### config.mk
export PLATFORM = sky130hd
export DESIGN_NAME = nfca_rx_window_ctrl
export DESIGN_NICKNAME = d
export VERILOG_FILES = /design/src/rtl/nfca_rx_window_ctrl.sv
export SDC_FILE = /design/constraint.sdc
export NUM_CORES = 1
export LEC_CHECK = 0
export CAP_MARGIN = 20
export CORE_ASPECT_RATIO = 0.7
export CORE_MARGIN = 1.5
export CORE_UTILIZATION = 64
export CTS_CLUSTER_DIAMETER = 150
export CTS_CLUSTER_SIZE = 10
export DETAILED_ROUTE_END_ITERATION = 16
export DONT_BUFFER_PORTS = 1
export GPL_ROUTABILITY_DRIVEN = 0
export GPL_TIMING_DRIVEN = 0
export PLACE_DENSITY_LB_ADDON = 0.12
export SETUP_SLACK_MARGIN = 0.02
export SYNTH_ARGS = -nofsm -noshare
export SYNTH_HDL_FRONTEND = slang
export SYNTH_SLANG_ARGS = --single-unit
### constraint.sdc
create_clock -name clk -period 5.4 [get_ports clk]
set_input_delay 0.27 -clock clk [delete_from_list [all_inputs] [get_ports clk]]
set_output_delay 0.27 -clock clk [all_outputs]
set_load 0.005 [all_outputs]
### src/rtl/nfca_rx_window_ctrl.sv
`default_nettype none
// ============================================================================
// Module   : nfca_rx_window_ctrl
// Purpose  : NFC-A PICC->PCD receive window sequencer. Waits a guard time after
//            each PCD frame, enables the RX parser, enforces response and
//            receive timeouts, and collects parsed bytes into a show-ahead FIFO.
//            Reports a per-frame status of OK, COLL, ERR or TIMEOUT.
// Revision : 1.0 - initial release
// ============================================================================
module nfca_rx_window_ctrl #(
  parameter int GUARD_CYC   = 1024,
  parameter int TIMEOUT_CYC = 65536,
  parameter int RXMAX_CYC   = 1048576,
  parameter int CNT_W       = 21,
  parameter int FIFO_AW     = 4
) (
  input  logic       clk,
  input  logic       rstn,
  input  logic       tx_end,
  input  logic [2:0] tx_remainb,
  input  logic       abort,
  output logic       rx_on,
  output logic [2:0] remainb,
  input  logic       rx_tvalid,
  input  logic [7:0] rx_tdata,
  input  logic [3:0] rx_tdatab,
  input  logic       rx_tend,
  input  logic       rx_terr,
  output logic       m_tvalid,
  input  logic       m_tready,
  output logic [7:0] m_tdata,
  output logic [3:0] m_tdatab,
  output logic       m_tlast,
  output logic       busy,
  output logic       done,
  output logic [1:0] status,
  output logic [7:0] byte_count,
  output logic       overflow
);

  localparam logic [2:0] S_IDLE   = 3'd0;
  localparam logic [2:0] S_GUARD  = 3'd1;
  localparam logic [2:0] S_LISTEN = 3'd2;
  localparam logic [2:0] S_RECV   = 3'd3;
  localparam logic [2:0] S_CLOSE  = 3'd4;

  localparam logic [1:0] ST_OK   = 2'd0;
  localparam logic [1:0] ST_COLL = 2'd1;
  localparam logic [1:0] ST_ERR  = 2'd2;
  localparam logic [1:0] ST_TMO  = 2'd3;

  localparam logic [CNT_W-1:0]   GUARD_T = CNT_W'(GUARD_CYC);
  localparam logic [CNT_W-1:0]   TMO_T   = CNT_W'(TIMEOUT_CYC);
  localparam logic [CNT_W-1:0]   RXMAX_T = CNT_W'(RXMAX_CYC);
  localparam int                 DEPTH   = 2 ** FIFO_AW;
  localparam logic [FIFO_AW:0]   DEPTH_C = {1'b1, {FIFO_AW{1'b0}}};
  localparam logic [FIFO_AW:0]   ONE_C   = (FIFO_AW + 1)'(1);

  logic [2:0]         state_q, state_d;
  logic [CNT_W-1:0]   timer_q, timer_d;
  logic [2:0]         remainb_q, remainb_d;
  logic [1:0]         status_q, status_d;
  logic [7:0]         bcnt_q, bcnt_d;
  logic               ovf_q, ovf_d;
  logic               partial_q, partial_d;
  logic               pend_v_q, pend_v_d;
  logic [11:0]        pend_q, pend_d;

  logic [12:0]        mem_q [DEPTH];
  logic [FIFO_AW-1:0] wr_q, rd_q;
  logic [FIFO_AW:0]   cnt_q;

  logic               w_accept, w_flush, w_rxmax, w_beat, w_has_byte, w_ovf_now;
  logic               w_push0, w_push1, w_pop, w_acc0, w_acc1, w_drop;
  logic [12:0]        w_d0, w_d1;
  logic [11:0]        w_new;
  logic [FIFO_AW:0]   w_free;
  logic [1:0]         w_nstore;
  logic [8:0]         w_bsum;

  // A tx_end is only taken from IDLE, and abort always overrides it.
  assign w_accept   = (state_q == S_IDLE) && tx_end && !abort;
  assign w_flush    = abort || w_accept;
  // The receive-length limit closes the frame; a beat landing on that cycle is dropped.
  assign w_rxmax    = (state_q == S_RECV) && (timer_q == RXMAX_T);
  assign w_beat     = rx_tvalid && !abort &&
                      ((state_q == S_LISTEN) || ((state_q == S_RECV) && !w_rxmax));
  assign w_has_byte = (rx_tdatab != 4'd0);
  assign w_new      = {rx_tdatab, rx_tdata};

  // Up to two FIFO writes per cycle: the older pending byte, then the closing byte.
  always_comb begin
    w_push0 = 1'b0;
    w_push1 = 1'b0;
    w_d0    = '0;
    w_d1    = '0;
    if (w_beat) begin
      if (w_has_byte) begin
        if (pend_v_q) begin
          w_push0 = 1'b1;
          w_d0    = {1'b0, pend_q};
          if (rx_tend) begin
            w_push1 = 1'b1;
            w_d1    = {1'b1, w_new};
          end
        end else if (rx_tend) begin
          w_push0 = 1'b1;
          w_d0    = {1'b1, w_new};
        end
      end else if (rx_tend && pend_v_q) begin
        w_push0 = 1'b1;
        w_d0    = {1'b1, pend_q};
      end
    end else if (w_rxmax && !abort && pend_v_q) begin
      w_push0 = 1'b1;
      w_d0    = {1'b1, pend_q};
    end
  end

  // A pop that happens this cycle frees a slot for a same-cycle push.
  assign w_pop     = (cnt_q != '0) && m_tready && !w_flush;
  assign w_free    = DEPTH_C - cnt_q;
  assign w_acc0    = w_push0 && ((w_free != '0) || w_pop);
  assign w_acc1    = w_push1 && ((w_free > ONE_C) || ((w_free == ONE_C) && w_pop));
  assign w_drop    = (w_push0 && !w_acc0) || (w_push1 && !w_acc1);
  assign w_nstore  = {1'b0, w_acc0} + {1'b0, w_acc1};
  assign w_ovf_now = ovf_q || w_drop;
  assign w_bsum    = {1'b0, bcnt_q} + {7'd0, w_nstore};

  // Window sequencing, beat bookkeeping and frame result.
  always_comb begin
    state_d   = state_q;
    timer_d   = timer_q + CNT_W'(1);
    remainb_d = remainb_q;
    status_d  = status_q;
    partial_d = partial_q;
    pend_d    = pend_q;
    pend_v_d  = pend_v_q;
    bcnt_d    = w_bsum[8] ? 8'hFF : w_bsum[7:0];
    ovf_d     = w_ovf_now;

    if (w_beat) begin
      if (w_has_byte && !rx_tend) begin
        pend_d   = w_new;
        pend_v_d = 1'b1;
        if (rx_tdatab < 4'd8) partial_d = 1'b1;
      end
      if (rx_tend) pend_v_d = 1'b0;
    end

    case (state_q)
      S_IDLE: begin
        timer_d = timer_q;
        if (w_accept) begin
          state_d   = S_GUARD;
          timer_d   = '0;
          remainb_d = tx_remainb;
          status_d  = ST_OK;
          partial_d = 1'b0;
          pend_v_d  = 1'b0;
          bcnt_d    = 8'd0;
          ovf_d     = 1'b0;
        end
      end
      S_GUARD: begin
        if (timer_q == GUARD_T) begin
          state_d = S_LISTEN;
          timer_d = '0;
        end
      end
      S_LISTEN, S_RECV: begin
        if (w_beat && rx_tend) begin
          state_d  = S_CLOSE;
          status_d = (rx_terr || w_ovf_now) ? ST_ERR : (partial_q ? ST_COLL : ST_OK);
        end else if (w_beat && (state_q == S_LISTEN)) begin
          state_d = S_RECV;
          timer_d = '0;
        end else if ((state_q == S_LISTEN) && (timer_q == TMO_T)) begin
          state_d  = S_CLOSE;
          status_d = ST_TMO;
        end else if (w_rxmax) begin
          state_d  = S_CLOSE;
          status_d = ST_ERR;
          pend_v_d = 1'b0;
        end
      end
      S_CLOSE: begin
        state_d = S_IDLE;
      end
      default: begin
        state_d = S_IDLE;
      end
    endcase

    if (abort) begin
      state_d  = S_IDLE;
      timer_d  = '0;
      pend_v_d = 1'b0;
      status_d = status_q;
    end
  end

  // Control and result registers.
  always_ff @(posedge clk or negedge rstn) begin
    if (!rstn) begin
      state_q   <= S_IDLE;
      timer_q   <= '0;
      remainb_q <= 3'd0;
      status_q  <= ST_OK;
      bcnt_q    <= 8'd0;
      ovf_q     <= 1'b0;
      partial_q <= 1'b0;
      pend_v_q  <= 1'b0;
      pend_q    <= '0;
    end else begin
      state_q   <= state_d;
      timer_q   <= timer_d;
      remainb_q <= remainb_d;
      status_q  <= status_d;
      bcnt_q    <= bcnt_d;
      ovf_q     <= ovf_d;
      partial_q <= partial_d;
      pend_v_q  <= pend_v_d;
      pend_q    <= pend_d;
    end
  end

  // FIFO pointers and occupancy; flush wins over push/pop.
  always_ff @(posedge clk or negedge rstn) begin
    if (!rstn) begin
      wr_q  <= '0;
      rd_q  <= '0;
      cnt_q <= '0;
    end else if (w_flush) begin
      wr_q  <= '0;
      rd_q  <= '0;
      cnt_q <= '0;
    end else begin
      wr_q  <= wr_q + FIFO_AW'(w_nstore);
      rd_q  <= rd_q + FIFO_AW'(w_pop);
      cnt_q <= cnt_q + (FIFO_AW + 1)'(w_nstore) - (FIFO_AW + 1)'(w_pop);
    end
  end

  // FIFO storage; entries are {last, tdatab, tdata}.
  always_ff @(posedge clk) begin
    if (w_acc0) mem_q[wr_q] <= w_d0;
    if (w_acc1) mem_q[wr_q + FIFO_AW'(1)] <= w_d1;
  end

  assign rx_on      = (state_q == S_LISTEN) || (state_q == S_RECV);
  assign remainb    = remainb_q;
  assign busy       = (state_q != S_IDLE);
  assign done       = (state_q == S_CLOSE);
  assign status     = status_q;
  assign byte_count = bcnt_q;
  assign overflow   = ovf_q;
  assign m_tvalid   = (cnt_q != '0);
  assign {m_tlast, m_tdatab, m_tdata} = mem_q[rd_q];

endmodule
`default_nettype wire

* Word level (Yosys, flattened, before mapping)
Memories as Yosys holds them, arrays and structs flattened.
Index checks and enable logic that the tools add are counted.
** Storage, ports and cells
- Register bits :: 65
- Bits in latches :: 0
- RAM bits :: 208
- Memory bits (read-only) :: 0
- Input bits :: 23
- Output and inout port bits :: 31
- Memories :: 1
** Operators by class
- $add $sub $neg :: 9
- $mul :: 0
- Div/mod/pow operators :: 0
- Order comparisons :: 2
- Equality and inequality tests :: 14
- Shifts and indexed selects :: 0
- Muxes and demuxes :: 67
- Bitwise gates (word level) :: 1
- Reduce and logical (&&, ||, !) cells :: 45
** Memory list
- mem_q :: depth 16, bits a word 13, read ports 1, clocked after memory_dff 0, write ports 2, line 69 : logic [12:0] mem_q [DEPTH];
** Operators with widths (number)
- $mux W13 :: 9
- $mux W21 :: 5
- $pmux W21 S3 :: 1
- $mux W1 :: 30
- $mux W8 :: 3
- $add A21 B1 Y21 const B :: 1
- $eq A21 B11 Y1 const B :: 1
- $eq A21 B17 Y1 const B :: 1
- $eq A21 B21 Y1 const B :: 1
- $mux W3 :: 7
- $logic_and A1 B1 Y1 :: 20
- $mux W2 :: 6
- $reduce_bool A5 Y1 :: 2
- $add A8 B2 Y9 :: 1
- $ne A3 B3 Y1 const B :: 3
- $pmux W3 S3 :: 1
- $logic_or A1 B1 Y1 :: 8
- $mux W4 :: 2
- $eq A3 B2 Y1 const B :: 2
- $logic_not A1 Y1 :: 6
- $ne A6 B6 Y1 const B :: 1
- $add A5 B2 Y5 :: 1
- $eq A5 B1 Y1 const B :: 1
- $gt A5 B1 Y1 const B :: 1
- other kinds (23) :: 24

* Logic depth before layout (Yosys ltp)
- Depth after elaboration :: 17
- Depth in mapped cells :: 18

* Worst setup path before layout
OpenSTA, ideal clock, no wires.
- Path kind :: register to register
- Start :: register cnt_q[0]
- End :: register cnt_q[4]
- Setup time :: 0.079 ns
- Data arrival time :: 3.882 ns
- Slack :: 1.439 ns
- Cell stages (with the launch flop) :: 19
- Path through :: dfrtp_1 -> inv_1 -> ha_1 -> and2_1 -> ha_1 -> inv_1 -> nand4_1 -> a21o_1 -> a211oi_4 -> buf_6 -> ha_1 -> inv_1 -> ha_1 -> inv_1 -> fa_1 -> a21oi_1 -> nor2_1 -> or3_1 -> a21oi_1
** On the way
- Cells in the longest elaborated chain, start to end :: 10
** Ends and longest elaborated chain
- start, declared :: line 71 : logic [FIFO_AW:0] cnt_q;
- start signal, assigned :: line 241 : cnt_q <= cnt_q + (FIFO_AW + 1)'(w_nstore) - (FIFO_AW + 1)'(w_pop);
- $reduce_bool A5 Y1 (*)
- named net m_tvalid :: line 29 : output logic m_tvalid,
- $logic_and A1 B1 Y1 (*) (2 in a row) :: line 121 : assign w_pop = (cnt_q != '0) && m_tready && !w_flush;
- $logic_and A1 B1 Y1 :: line 124 : assign w_acc1 = w_push1 && ((w_free > ONE_C) || ((w_free == ONE_C) && w_pop));
- $logic_or A1 B1 Y1 :: line 124
- $logic_and A1 B1 Y1 :: line 124
- $add A1 B1 Y2 :: line 126 : assign w_nstore = {1'b0, w_acc0} + {1'b0, w_acc1};
- $add A5 B2 Y5 :: line 241
- $sub A5 B1 Y5 (*) :: line 241
- $mux W5 (*) :: line 234 : end else if (w_flush) begin
Mark *: on every way through the listed nets, which the timed path passes. The rest lies on a longest branch.
A chain may end at the register's enable or synchronous reset.

* Worst setup path after layout
- Start :: register timer_q[0]
- End :: register cnt_q[4]
** On the way
- Cells in the longest elaborated chain, start to end :: 12
** Ends and longest elaborated chain
- start, declared :: line 60 : logic [CNT_W-1:0] timer_q, timer_d;
- start signal, assigned :: line 217 : timer_q <= timer_d;
- $eq A21 B21 Y1 (*) :: line 85 : assign w_rxmax = (state_q == S_RECV) && (timer_q == RXMAX_T);
- $logic_and A1 B1 Y1 (*) :: line 85
- $logic_not A1 Y1 :: line 87 : ((state_q == S_LISTEN) || ((state_q == S_RECV) && !w_rxmax));
- $logic_and A1 B1 Y1 :: line 87
- $logic_or A1 B1 Y1 :: line 87
- $logic_and A1 B1 Y1 :: line 86 : assign w_beat = rx_tvalid && !abort &&
- $mux W1 :: line 97 : if (w_beat) begin
- $logic_and A1 B1 Y1 (on tied branches) :: line 123, 124
- $add A1 B1 Y2 (*) :: line 126
- $add A5 B2 Y5 (*) :: line 241
- $sub A5 B1 Y5 (*) :: line 241
- $mux W5 (*) :: line 234
Every way passes the cells marked *; elsewhere a longest branch is shown, timed or not.

==> flow_summary.html <==
<table>
<tr><th>Metric</th><th>Value</th></tr>
<tr><th colspan="2">Synthesis</th></tr>
<tr><td>Cell area after synthesis</td><td>14300 µm²</td></tr>
<tr><td>Portion of netlist area occupied by mux cells</td><td>24.4%</td></tr>
<tr><td>Synth area leaders</td><td>edfxtp_1 (44%), mux2i_1 (14%), dfrtp_1 (11%)</td></tr>
<tr><td>Area share of the leading cell type in the synthesized netlist</td><td>43.7%</td></tr>
<tr><td>Proportion of synthesized chip area in sequential cells</td><td>55.0%</td></tr>
<tr><td>Area leader, netlist</td><td>edfxtp_1</td></tr>
<tr><td>Compound-gate portion of the synthesized area</td><td>5.33%</td></tr>
<tr><td>Most used flip-flop cell after synthesis</td><td>edfxtp_1</td></tr>
<tr><td>Number of flops mapped to enable cells by yosys</td><td>208</td></tr>
<tr><td>Fraction of the mapped netlist area in adder cells</td><td>1.99%</td></tr>
<tr><td>Async set or reset register ratio after synthesis</td><td>23.8%</td></tr>
<tr><td>Number of warnings printed during yosys synthesis</td><td>0</td></tr>
<tr><td>Average cell area after synthesis</td><td>13.9 µm²</td></tr>
<tr><td>Yosys reg bits</td><td>273</td></tr>
<tr><td>Synth Area in XOR/XNOR</td><td>1.04%</td></tr>
<tr><td>Synth Instances</td><td>1031</td></tr>
<tr><td>Dominant combinational cell family by area after synthesis</td><td>multiplexers</td></tr>
<tr><td>Post-Synth Simple-Gate Area</td><td>8.89%</td></tr>
<tr><td>Unique masters post-synth</td><td>69</td></tr>
<tr><td>Number of nets produced by synthesis</td><td>1075</td></tr>
<tr><th colspan="2">STA</th></tr>
<tr><td>Tightest hold margin</td><td>0.0362 ns</td></tr>
<tr><td>Final worst-path cycle share</td><td>89.2%</td></tr>
<tr><td>F_max</td><td>208 MHz</td></tr>
<tr><td>Shortest period the worst path allows</td><td>4.81 ns</td></tr>
<tr><td>Worst clock skew</td><td>0.0133 ns</td></tr>
<tr><td>Normalized max-slew margin</td><td>18.2%</td></tr>
<tr><td>Final Hold Violating Endpoints</td><td>0</td></tr>
<tr><td>Actual slew at the worst max-slew pin</td><td>1.20 ns</td></tr>
<tr><td>Final setup violating endpoints</td><td>0</td></tr>
<tr><td>Max Slew Vio Count</td><td>0</td></tr>
<tr><td>Unrepaired setup endpoints after global routing</td><td>no</td></tr>
<tr><th colspan="2">Global routing</th></tr>
<tr><td>Vias in the first global route</td><td>9243</td></tr>
<tr><td>Number of antenna violations at the first check in global routing</td><td>0</td></tr>
<tr><td>Pin count of the biggest net entering global routing</td><td>66</td></tr>
<tr><td>Remaining Overflow, GRT</td><td>0</td></tr>
<tr><td>All-layer global routing usage</td><td>32.6%</td></tr>
<tr><td>Global-route wire length before repair</td><td>56100 µm</td></tr>
<tr><th colspan="2">Worst hold path</th></tr>
<tr><td>Classification of the worst-slack hold path</td><td>in -&gt; reg</td></tr>
<tr><th colspan="2">Pwr</th></tr>
<tr><td>Cell leakage power</td><td>7.14 nW</td></tr>
<tr><td>Total power</td><td>5.09 mW</td></tr>
<tr><td>Power per unit of standard cell area</td><td>319 nW/µm²</td></tr>
<tr><td>Highest ir drop seen on vdd</td><td>0.000263 V</td></tr>
<tr><th colspan="2">Cells and area</th></tr>
<tr><td>Post-layout util</td><td>73.4%</td></tr>
<tr><td>Antenna diode count</td><td>0</td></tr>
<tr><td>Most common cell after layout, fill and taps aside</td><td>edfxtp_1</td></tr>
<tr><td>Fraction of final layout cells with drive strength greater than 1</td><td>17.8%</td></tr>
<tr><td>Number of nets in the layout</td><td>1143</td></tr>
<tr><td>Number of fill cells</td><td>1446</td></tr>
<tr><td>Area growth syn-to-layout</td><td>11.7%</td></tr>
<tr><td>Final Non-Filler Cells</td><td>1404</td></tr>
<tr><td>Leading cell types in the layout, fill and taps excluded</td><td>edfxtp_1 (208), mux2i_1 (193), nand2_1 (75)</td></tr>
<tr><th colspan="2">CTS</th></tr>
<tr><td>CTS tree</td><td>done</td></tr>
<tr><td>Clock insertion delay at the later pin of the skew report</td><td>0.55 ns</td></tr>
<tr><td>Clock buffer count from CTS</td><td>31</td></tr>
<tr><td>Number of sinks on the clock net</td><td>273</td></tr>
<tr><td>Maximum level of the CTS H-tree</td><td>1</td></tr>
<tr><td>Clock tree root buffer cell</td><td>clkbuf_16</td></tr>
<tr><td>Post-CTS sizing</td><td>0</td></tr>
<tr><td>Largest buffer count on any clock path</td><td>3</td></tr>
<tr><td>Clock-pin slew on the worst setup and hold paths</td><td>0.05 ns</td></tr>
<tr><th colspan="2">Critical path</th></tr>
<tr><td>CP startpoint kind</td><td>flop</td></tr>
<tr><td>Most common cell on crit path</td><td>inv_1</td></tr>
<tr><td>CP Cell Sequence</td><td>inv_1 -&gt; ha_1 -&gt; nor4b_1 -&gt; nand4_1 -&gt; or3b_2 -&gt; o21ai_0 -&gt; nand2_1 -&gt; inv_1 -&gt; ha_1 -&gt; inv_1 -&gt; ha_1 -&gt; inv_1 -&gt; fa_1 -&gt; a21oi_1 -&gt; nor2_1 -&gt; or3_1 -&gt; a21oi_1</td></tr>
<tr><td>Max Fanout on Critical Path</td><td>6</td></tr>
<tr><td>Worst Setup Path Type</td><td>reg -&gt; reg</td></tr>
<tr><td>Worst Setup End Kind</td><td>flop</td></tr>
<tr><td>Required time at the endpoint of the critical path</td><td>5.85 ns</td></tr>
<tr><td>Worst Path Buf+Inv</td><td>4</td></tr>
<tr><td>Top Family by Delay on Critical Path</td><td>simple AND/OR/NAND/NOR gates</td></tr>
<tr><td>Slowest CP cell</td><td>or3b_2</td></tr>
<tr><td>Peak per-stage delay on the critical path</td><td>0.55 ns</td></tr>
<tr><td>Data arrival time at the worst-slack endpoint</td><td>5.27 ns</td></tr>
<tr><th colspan="2">Detailed routing</th></tr>
<tr><td>Number of design-rule violations left by the first detailed-router iteration</td><td>1124</td></tr>
<tr><td>Via count of the routed design</td><td>9234</td></tr>
<tr><td>Post-detailed-route DRC marker count</td><td>0</td></tr>
<tr><td>Final antenna-violating net count</td><td>0</td></tr>
<tr><td>Detailed-route wire length per cell</td><td>25.8 µm</td></tr>
<tr><td>Detail-routed via count per cell</td><td>6.58</td></tr>
<tr><td>Router iterations before antenna repair</td><td>5</td></tr>
<tr><td>Final WL</td><td>36300 µm</td></tr>
<tr><th colspan="2">Floorplanning</th></tr>
<tr><td>DIE WIDTH</td><td>182 µm</td></tr>
<tr><td>Placeable core region</td><td>21800 µm²</td></tr>
<tr><td>Y dimension of the die</td><td>128 µm</td></tr>
<tr><td>Area enclosed by the die boundary</td><td>23300 µm²</td></tr>
<tr><td>Number of rows in the core area</td><td>45</td></tr>
<tr><td>Ports</td><td>54</td></tr>
<tr><td>Initial standard-cell utilization of the core</td><td>65.7%</td></tr>
<tr><th colspan="2">Placed design</th></tr>
<tr><td>Port bufs</td><td>0</td></tr>
<tr><td>DP HPWL</td><td>24500 µm</td></tr>
<tr><td>Total instance count after detailed placement</td><td>1328</td></tr>
<tr><th colspan="2">Job</th></tr>
<tr><td>Max-cap viol count</td><td>0</td></tr>
<tr><th colspan="2">Run status</th></tr>
<tr><td>Status</td><td>complete, no violations</td></tr>
</table>
worst paths after layout:
path,cells after the start,slack [ns],start,end
min in group asynchronous,2,0.27,rstn,timer_q[4]
max in group asynchronous,2,4.83,rstn,byte_count[2]
hold / removal,3,0.04,rx_terr,status[0]
setup reg to reg,17,0.59,timer_q[0],cnt_q[4]
hold reg to reg,1,0.50,partial_q,partial_q
setup / recovery,17,0.59,timer_q[0],cnt_q[4]
metal layers:
| layer | global-route usage [%] | share of wire [%] | up-vias |
|---|---|---|---|
| li1 | - | - | 4091 |
| met1 | 50.1 | 44 | 4640 |
| met2 | 48.7 | 44 | 444 |
| met3 | 4.94 | 8.9 | 59 |
| met4 | 8.87 | 2.5 | 0 |
| met5 | 0 | 0 | - |
report_power, final:
| group | total (mW) | switching, mW | leakage, nW | internal, mW |
|---|---|---|---|---|
| Combinational | 0.789 | 0.468 | 3.72 | 0.321 |
| Clock | 1.87 | 0.795 | 0.415 | 1.07 |
| Sequential | 2.44 | 0.0851 | 3.00 | 2.35 |
| Total | 5.09 | 1.35 | 7.14 | 3.74 |
layout make-up:
type / count / area, µm² / area share (%)
repair buffers: 35 / 393 / 2.46
clock inverters: 1 / 8.76 / 0.0548
clock buffers: 55 / 866 / 5.42
plain buffers: 83 / 373 / 2.33
inverters: 29 / 109 / 0.681
flip-flops and latches: 273 / 7870 / 49.2
well taps: 282 / 353 / 2.21
multi-input cells: 646 / 6010 / 37.6
sequential cells by signal, indices dropped and copies added (netlist names):
register    flops
pend_q         12
cnt_q           5
wr_q            4
rd_q            4
state_q         3
mem_q         208
overflow        1
partial_q       1
pend_v_q        1
byte_count      8
remainb         3
status          2
timer_q        21
through the flow:
step	setup slack [ns]	TNS [ns]	area, µm²
detailed placement	0.693	0	14900
floorplan	1.44	0	14300
finish	0.585	0	16000
global placement	-0.519	-7.69	14700
CTS	0.653	0	16000
global route	0.290	0	16000
cell usage after synthesis, drive strengths merged, types with 2 or more instances:
master,number
xor2,6
a211oi,2
o21a,2
nor3b,9
edfxtp,208
nor2b,9
inv,29
nor4b,2
or2,3
nand3,23
and3,14
o21ai,27
nand2,75
a21oi,27
ha,18
a21o,3
nand2b,9
mux2i,193
nor4,8
nor2,39
buf,40
xnor2,11
clkbuf,43
nand4,11
mux2,8
a22oi,12
a2111oi,2
or3,6
a22o,2
mux4,65
and2,5
dfrtp,65
fa,3
a31oi,19
nor3,11
tightest hold or removal path, delay by kind of cell:
| family | cells | cell delay, ns |
|---|---|---|
| and+or+nand+nor | 1 | 0.08 |
| AOI/OAI and AO/OA | 2 | 0.17 |
repair_timing:
action / in CTS / in global routing
buffers inserted: 0 / 0
hold buffers: 18 / 0
hold endpoints to repair: 83 / 0
logic make-up after synthesis:
logic type / Yosys count
flops: 273
mux: 266
simple gates: 231
buf+inv: 112
compound gates: 111
fa+ha+maj: 21
xor+xnor: 17
No activity file was read; power rests on OpenSTA's default activity.
